[config.mk]
export PLATFORM = sky130hd
export DESIGN_NAME = dm_port_arbiter
export DESIGN_NICKNAME = d
export VERILOG_FILES = /design/src/rtl/dm_port_arbiter.sv
export SDC_FILE = /design/constraint.sdc
export NUM_CORES = 1
export LEC_CHECK = 0
export CORE_AREA = 2 2 239 241
export CTS_CLUSTER_SIZE = 16
export DETAILED_ROUTE_END_ITERATION = 8
export DIE_AREA = 0 0 241 243
export PLACE_DENSITY = 0.3
export SLEW_MARGIN = 0
export SYNTH_ARGS = -nofsm -noshare
export SYNTH_HDL_FRONTEND = slang
export SYNTH_SLANG_ARGS = --single-unit
[constraint.sdc]
create_clock -name clk -period 3.6 [get_ports clk]
set_clock_uncertainty 0.15 [all_clocks]
set_input_delay 0.54 -clock clk [delete_from_list [all_inputs] [get_ports clk]]
set_output_delay 0.54 -clock clk [all_outputs]
set_load 0.05 [all_outputs]
[src/rtl/dm_port_arbiter.sv]
// Two-requester round-robin arbiter for the single D-mem port, with an
// in-order ID FIFO that steers each memory response back to its requester.
module dm_port_arbiter #(
   parameter int unsigned MAX_OUTSTANDING = 2
) (
   input  logic                                 clk,
   input  logic                                 rst,

   input  logic [63:0]                          r0_req_addr,
   input  logic [63:0]                          r0_req_wdata,
   input  logic [7:0]                           r0_req_wmask,
   input  logic                                 r0_req_wen,
   input  logic                                 r0_req_valid,
   output logic                                 r0_req_ready,
   output logic [63:0]                          r0_resp_rdata,
   output logic                                 r0_resp_valid,

   input  logic [63:0]                          r1_req_addr,
   input  logic [63:0]                          r1_req_wdata,
   input  logic [7:0]                           r1_req_wmask,
   input  logic                                 r1_req_wen,
   input  logic                                 r1_req_valid,
   output logic                                 r1_req_ready,
   output logic [63:0]                          r1_resp_rdata,
   output logic                                 r1_resp_valid,

   output logic [63:0]                          dm_req_addr,
   output logic [63:0]                          dm_req_wdata,
   output logic [7:0]                           dm_req_wmask,
   output logic                                 dm_req_wen,
   output logic                                 dm_req_valid,
   input  logic                                 dm_req_ready,
   input  logic [63:0]                          dm_resp_rdata,
   input  logic                                 dm_resp_valid,

   output logic [$clog2(MAX_OUTSTANDING):0]     arb_outstanding,
   output logic                                 arb_resp_err
);

   localparam int unsigned PTR_W = $clog2(MAX_OUTSTANDING);
   localparam int unsigned CNT_W = PTR_W + 1;

   typedef enum logic {
      ID_R0 = 1'b0,
      ID_R1 = 1'b1
   } req_id_e;

   req_id_e            r_id_fifo [MAX_OUTSTANDING];
   logic [PTR_W-1:0]   r_wr_ptr;
   logic [PTR_W-1:0]   r_rd_ptr;
   logic [CNT_W-1:0]   r_count;
   req_id_e            r_last_grant;
   logic               r_resp_err;

   logic               w_full;
   logic               w_empty;
   logic               w_gnt0;
   logic               w_gnt1;
   req_id_e            w_gnt_id;
   logic               w_accept;
   logic               w_pop;
   req_id_e            w_head;

   assign w_full  = (r_count == CNT_W'(MAX_OUTSTANDING));
   assign w_empty = (r_count == '0);

   // Under contention the requester that did not win last time is granted.
   assign w_gnt0 = !w_full && r0_req_valid && (!r1_req_valid || (r_last_grant == ID_R1));
   assign w_gnt1 = !w_full && r1_req_valid && (!r0_req_valid || (r_last_grant == ID_R0));
   assign w_gnt_id = w_gnt1 ? ID_R1 : ID_R0;

   assign dm_req_valid = !rst && !w_full && (r0_req_valid || r1_req_valid);
   assign r0_req_ready = w_gnt0 && dm_req_ready && !w_full;
   assign r1_req_ready = w_gnt1 && dm_req_ready && !w_full;
   assign w_accept     = dm_req_valid && dm_req_ready;

   always_comb begin
      dm_req_addr  = r0_req_addr;
      dm_req_wdata = r0_req_wdata;
      dm_req_wmask = r0_req_wmask;
      dm_req_wen   = r0_req_wen;
      if (w_gnt1) begin
         dm_req_addr  = r1_req_addr;
         dm_req_wdata = r1_req_wdata;
         dm_req_wmask = r1_req_wmask;
         dm_req_wen   = r1_req_wen;
      end
   end

   assign w_head = r_id_fifo[r_rd_ptr];
   assign w_pop  = dm_resp_valid && !w_empty;

   assign r0_resp_rdata = dm_resp_rdata;
   assign r1_resp_rdata = dm_resp_rdata;
   assign r0_resp_valid = w_pop && (w_head == ID_R0);
   assign r1_resp_valid = w_pop && (w_head == ID_R1);

   assign arb_outstanding = r_count;
   assign arb_resp_err    = r_resp_err;

   // NOTE: ID storage carries no reset; the count and pointers alone decide
   // which entries are live, so stale contents are never observed.
   always_ff @(posedge clk) begin
      if (w_accept) begin
         r_id_fifo[r_wr_ptr] <= w_gnt_id;
      end
   end

   // NOTE: all state updates use non-blocking assignments so every read in
   // this block sees the pre-edge value, matching the combinational logic.
   always_ff @(posedge clk) begin
      if (rst) begin
         r_wr_ptr     <= '0;
         r_rd_ptr     <= '0;
         r_count      <= '0;
         r_last_grant <= ID_R1;
         r_resp_err   <= 1'b0;
      end else begin
         if (w_accept) begin
            r_wr_ptr     <= r_wr_ptr + PTR_W'(1);
            r_last_grant <= w_gnt_id;
         end
         if (w_pop) begin
            r_rd_ptr <= r_rd_ptr + PTR_W'(1);
         end
         if (dm_resp_valid && w_empty) begin
            r_resp_err <= 1'b1;
         end
         r_count <= r_count + CNT_W'(w_accept) - CNT_W'(w_pop);
      end
   end

endmodule

# Yosys cells after proc, flatten, opt, wreduce, memory -nomap -nowiden
# Memories as Yosys holds them, arrays and structs flattened. A register that Yosys moved wholly into a read port is not among the register bits.
# Index checks and enable logic that the tools add are counted.
[word_totals]
input_bits = 344
mem_count = 1
output_inout_bits = 273
ff_bits = 6
ram_bits = 2
elab_cells = 46
[memory_table]
columns = ["memory", "depth", "width", "rd", "rd_ports_with_merged_regs", "wr", "line_no", "rtl"]
rows = [
  ["r_id_fifo", 2, 1, 1, 1, 1, "48", "req_id_e r_id_fifo [MAX_OUTSTANDING];"],
]
[classes]
mux = 9
bitwise_logic = 2
add_sub_neg = 4
reduce_logical = 24
eq_ne = 1
[op_table]
columns = ["operator", "count"]
rows = [
  ["two-way mux 64 bit", 2],
  ["logical AND 1 bit", 15],
  ["two-way mux 8 bit", 1],
  ["two-way mux 1 bit", 6],
  ["zero test 1 bit", 5],
  ["logical OR 1 bit", 3],
  ["adder 1 bit, second input constant", 2],
  ["adder 2 x 1 -> 2 bit", 1],
  ["== test 2 bit, second input constant", 1],
  ["zero test 2 bit", 1],
  ["NOT 1 bit", 2],
  ["subtractor 2 x 1 -> 2 bit", 1],
]

# Depth between registers and ports, before layout
[logic_depth]
depth_word = 7
depth_mapped = 8
ltp_nobuf = 8

# Least setup slack after synthesis
# No wires, ideal clock.
[synth_path]
path_kind = "reg-to-reg"
start = "register r_count[0] (netlist: arb_outstanding[0])"
end = "memory r_id_fifo[1] (netlist bit), enable pin"
path_stages_with_launch = 4
period_less_slack_ns = 2.690
arrival_time_ns = 2.244
path_slack_ns = 0.910
path_buffers = 0
path_cell_list = "dfxtp_1 -> nor2b_1 -> nor3_1 -> and3_1"
[synth_between]
elab_chain_len = 7
[synth_rtl]
columns = ["item", "line_no", "rtl"]
rows = [
  ["start: declaration", "51", "logic [CNT_W-1:0] r_count;"],
  ["start signal: assignment", "129", "r_count <= r_count + CNT_W'(w_accept) - CNT_W'(w_pop);"],
  ["== test 2 bit", "64", "assign w_full = (r_count == CNT_W'(MAX_OUTSTANDING));"],
  ["zero test 1 bit", "72", "assign dm_req_valid = !rst && !w_full && (r0_req_valid || r1_req_valid);"],
  ["logical AND 1 bit (2 in a row)", "72", ""],
  ["named net dm_req_valid", "31", "output logic dm_req_valid,"],
  ["logical AND 1 bit", "75", "assign w_accept = dm_req_valid && dm_req_ready;"],
  ["two-way mux 1 bit", "104", "if (w_accept) begin"],
  ["two-way mux 1 bit (not written as such)", "105", "r_id_fifo[r_wr_ptr] <= w_gnt_id;"],
  ["end: declaration", "48", ""],
]
# The timed path passes the listed nets, and every way through them passes these cells.

# Worst setup path in the final report
[layout_path]
start = "input r1_req_valid"
end = "output dm_req_wdata[24]"
[layout_between]
elab_chain_len = 3
[layout_rtl]
columns = ["item", "line_no", "rtl"]
rows = [
  ["start: declaration", "22", "input logic r1_req_valid,"],
  ["logical AND 1 bit (2 in a row)", "69", "assign w_gnt1 = !w_full && r1_req_valid && (!r0_req_valid || (r_last_grant == ID_R0));"],
  ["two-way mux 64 bit", "82", "if (w_gnt1) begin"],
  ["end: declaration", "28", "output logic [63:0] dm_req_wdata,"],
]
# No other way between the ends.

==> results.md <==
* Fillers at 6462
* Crit. End Element: output port
* Global-route wire length before repair at 23300 um
* # Post-CTS Setup Buffers at 0
* Reg2Reg Setup Slack at 1.32 ns
* Status: finished clean
* Gate power share at 0.875
* R2R Path End: arb_outstanding[1]
* Cell variety after synth at 24
* Dpl hpwl at 16700 um
* Vias in the first global route at 3551
* Area of the mapped netlist at 3470 sq um
* Die width at 241 um
* Largest net degree at the start of global routing at 36
* Max Used Layer: met4
* Drt total wl at 18400 um
* Core Rows at 87
* Worst-path clk slew at 0.04 ns
* Top cell type's share of synthesized area at 0.433
* Synth top cells by count: 128 x buf_4, 100 x mux2_4, 37 x mux2_2
* CTS HTree Levels at 1
* Final Max Tran Viols at 0
* Die ar. at 58600 sq um
* FF-to-FF Start: arb_outstanding[1]
* Port Buffers at 424
* Switch share at 0.522
* I/O pin cnt at 617
* Most common cell on crit path: buf_12
* Die Y at 243 um
* Power Density at 382 nW/um^2
* Tot Pwr at 2840 uW
* Fraction of layout cells with a size suffix above 1 at 0.467
* Initial antenna violation count at 1
* Clock buffer depth at 2
* Post-Synthesis Net Count at 674
* WL met3 at 3480 um
* DRT Pass-1 Iters at 4
* Synth Flop Type: dfxtp_1
* Sequential power share at 0.057
* Max-slew headroom at 0.606
* RSZ-0062 raised after global routing: false
* Post-CTS Hold Fix Bufs at 0
* Post-synth EDFFs at 2
* Final ANT Viol Nets at 0
* Worst Path Buf+Inv at 4
* Critical path required time at 2.91 ns
* Min-Delay Endpoint: arb_resp_err
* Cell taking the most area after synthesis: mux2_4
* Mapped Cells at 328
* Critical path arrival at 2.39 ns
* Asr flop ratio synth at 0
* Root buf cell: clkbuf_16
* Area of the multi-input gates at 2130 sq um
* Wl on met1 at 6310 um
* Clock group share of total power at 0.068
* Setup-failing EPs final at 0
* CTS tree: yes
* DRT iter0 DRCs at 51
* Setup Total Neg Slack at 0 ns
* Number of buffers created by CTS at 3
* NetSw at 1480 uW
* Period Utilization, post-route at 0.856
* Met2 routed WL at 8430 um
* Register-to-Register Path Depth at 8
* Leakage at 0.00300 uW
* Mean Syn Cell Area at 10.6 sq um
* CORE AREA at 56000 sq um
* GP Congestion at 0.877
* Yosys reg bits at 9
* Worst Path Max Fanout at 35
* Total congestion overflow at 0
* HP Class: register to register
* Antenna fix cells at 0
* Maximum VDD drop at 0.000172 V
* Clock latency at the later pin of the worst-skew pair at 0.23 ns
* Initial Util at 0.0619
* Hold path startpoint: arb_resp_err
* Critical-path cell list: clkdlybuf4s50_1 > and3_4 > buf_12 > buf_12 > mux2_4 > buf_4
* Ranking of synthesized cells by area: mux2_4 43%, buf_4 28%, mux2_2 12%, buf_6 4.2%, dfxtp_1 4.0%
* Clock Sinks at 9
* FF+latch area at 200 sq um
* Critical path class: input port to output port
* Max frequency at 325 MHz
* Nets at 968
* Total Routing Usage GR at 0.0538
* Vias per cell at 2.54
* Startpoint class of the critical path: input port
* Vias at 3495
* CP max stage delay at 0.54 ns
* Crit path max-delay family: buffers and inverters
* Seq/Total Area, Yosys at 0.0578
* Top-count cell post-synth: buf_4
* Drt wl/cell at 13.4 um
* Min cycle time layout at 3.08 ns
* Int Power at 1360 uW
* Final hold viol count at 0
* CTS-repair resized insts at 0
* Ys Warns at 0
* CP max-delay cell: clkdlybuf4s50_1
* P&R area growth vs syn at 115%
* Slew @ Worst Pin at 0.584 ns
* Hold Crit Depth at 2
* DR DRC count at 0
* Max cap viols at 0
[kinds of logic (layout without fill, tap and decap cells)]
kind of cell	Yosys count	in the layout	synth area share
AO/OA/AOI/OAI	4	4	0.00686
XOR/XNOR	2	2	0.00506
adder cells (fa/ha/maj)	2	2	0.00722
buffers and inverters	148	441	0.328
flip-flops	9	9	0.0578
multiplexers	139	139	0.559
AND/OR/NAND/NOR	24	24	0.0357
[routing by layer]
metal,vias to the layer above,global-route usage
li1,1581,-
met1,1488,0.0536
met2,417,0.0937
met3,9,0.0372
met4,0,0.00708
met5,-,0
[worst register-to-register path, delay by kind of cell, from the launching register on]
kind / cells / cell delay, ns
simple gates: 4 / 1.04
fa+ha+maj: 2 / 0.48
flops: 1 / 0.35
xor+xnor: 1 / 0.14
buf+inv: 1 / 0.04
[power by group through the flow]
stage	clock [uW]	sequential, uW	combinational (uW)
after floorplan	0	205	2010
after global placement	0	165	2550
after detailed placement	0	165	2520
after CTS	199	163	2530
after global routing	208	167	2610
final	195	161	2490
[final cells by class]
class / count / share of cell area
Tap cell: 756 / 0.127
Inverter: 3 / 0.00151
Timing Repair Buffer: 434 / 0.547
Multi-Input combinational cell: 171 / 0.287
Sequential cell: 9 / 0.0269
Clock buffer: 4 / 0.0106
[worst max-delay path by stage]
stage,from,cells after the start,endpoint,slack (ns)
detailed placement,r1_req_valid,6,dm_req_addr[26],0.51
finish,r1_req_valid,6,dm_req_wdata[24],0.52
floorplan,arb_outstanding[0],3,r_id_fifo[1],0.91
CTS,r1_req_valid,6,dm_req_addr[26],0.52
global route,r1_req_valid,6,dm_req_wdata[8],0.47
global placement,rst,9,arb_outstanding[1],0.54
[stage by stage]
step / setup slack (ns) / instance area [sq um] / util / hold slack, ns / std cells
CTS: 0.515 / 7440 / 0.133 / 0.322 / 1377
global placement: 0.535 / 7360 / 0.132 / 0.329 / 1373
finish: 0.519 / 7440 / 0.133 / 0.315 / 1377
global route: 0.466 / 7440 / 0.133 / 0.344 / 1377
detailed placement: 0.512 / 7360 / 0.132 / 0.312 / 1373
floorplan: 0.910 / 3470 / - / 0.296 / 328
[cell usage in the layout (no fill, tap or decap), types with 3 or more instances in the layout]
| cell type | synthesis | final |
|---|---|---|
| buf_12 | 0 | 8 |
| buf_4 | 128 | 141 |
| clkbuf_16 | 0 | 3 |
| clkdlybuf4s50_1 | 0 | 285 |
| dfxtp_1 | 7 | 7 |
| inv_1 | 3 | 3 |
| mux2_2 | 37 | 37 |
| mux2_4 | 100 | 100 |
| nor2_1 | 8 | 8 |
| nor2b_1 | 3 | 3 |
| nor3_1 | 3 | 3 |
Power figures use the tool's default switching activity.
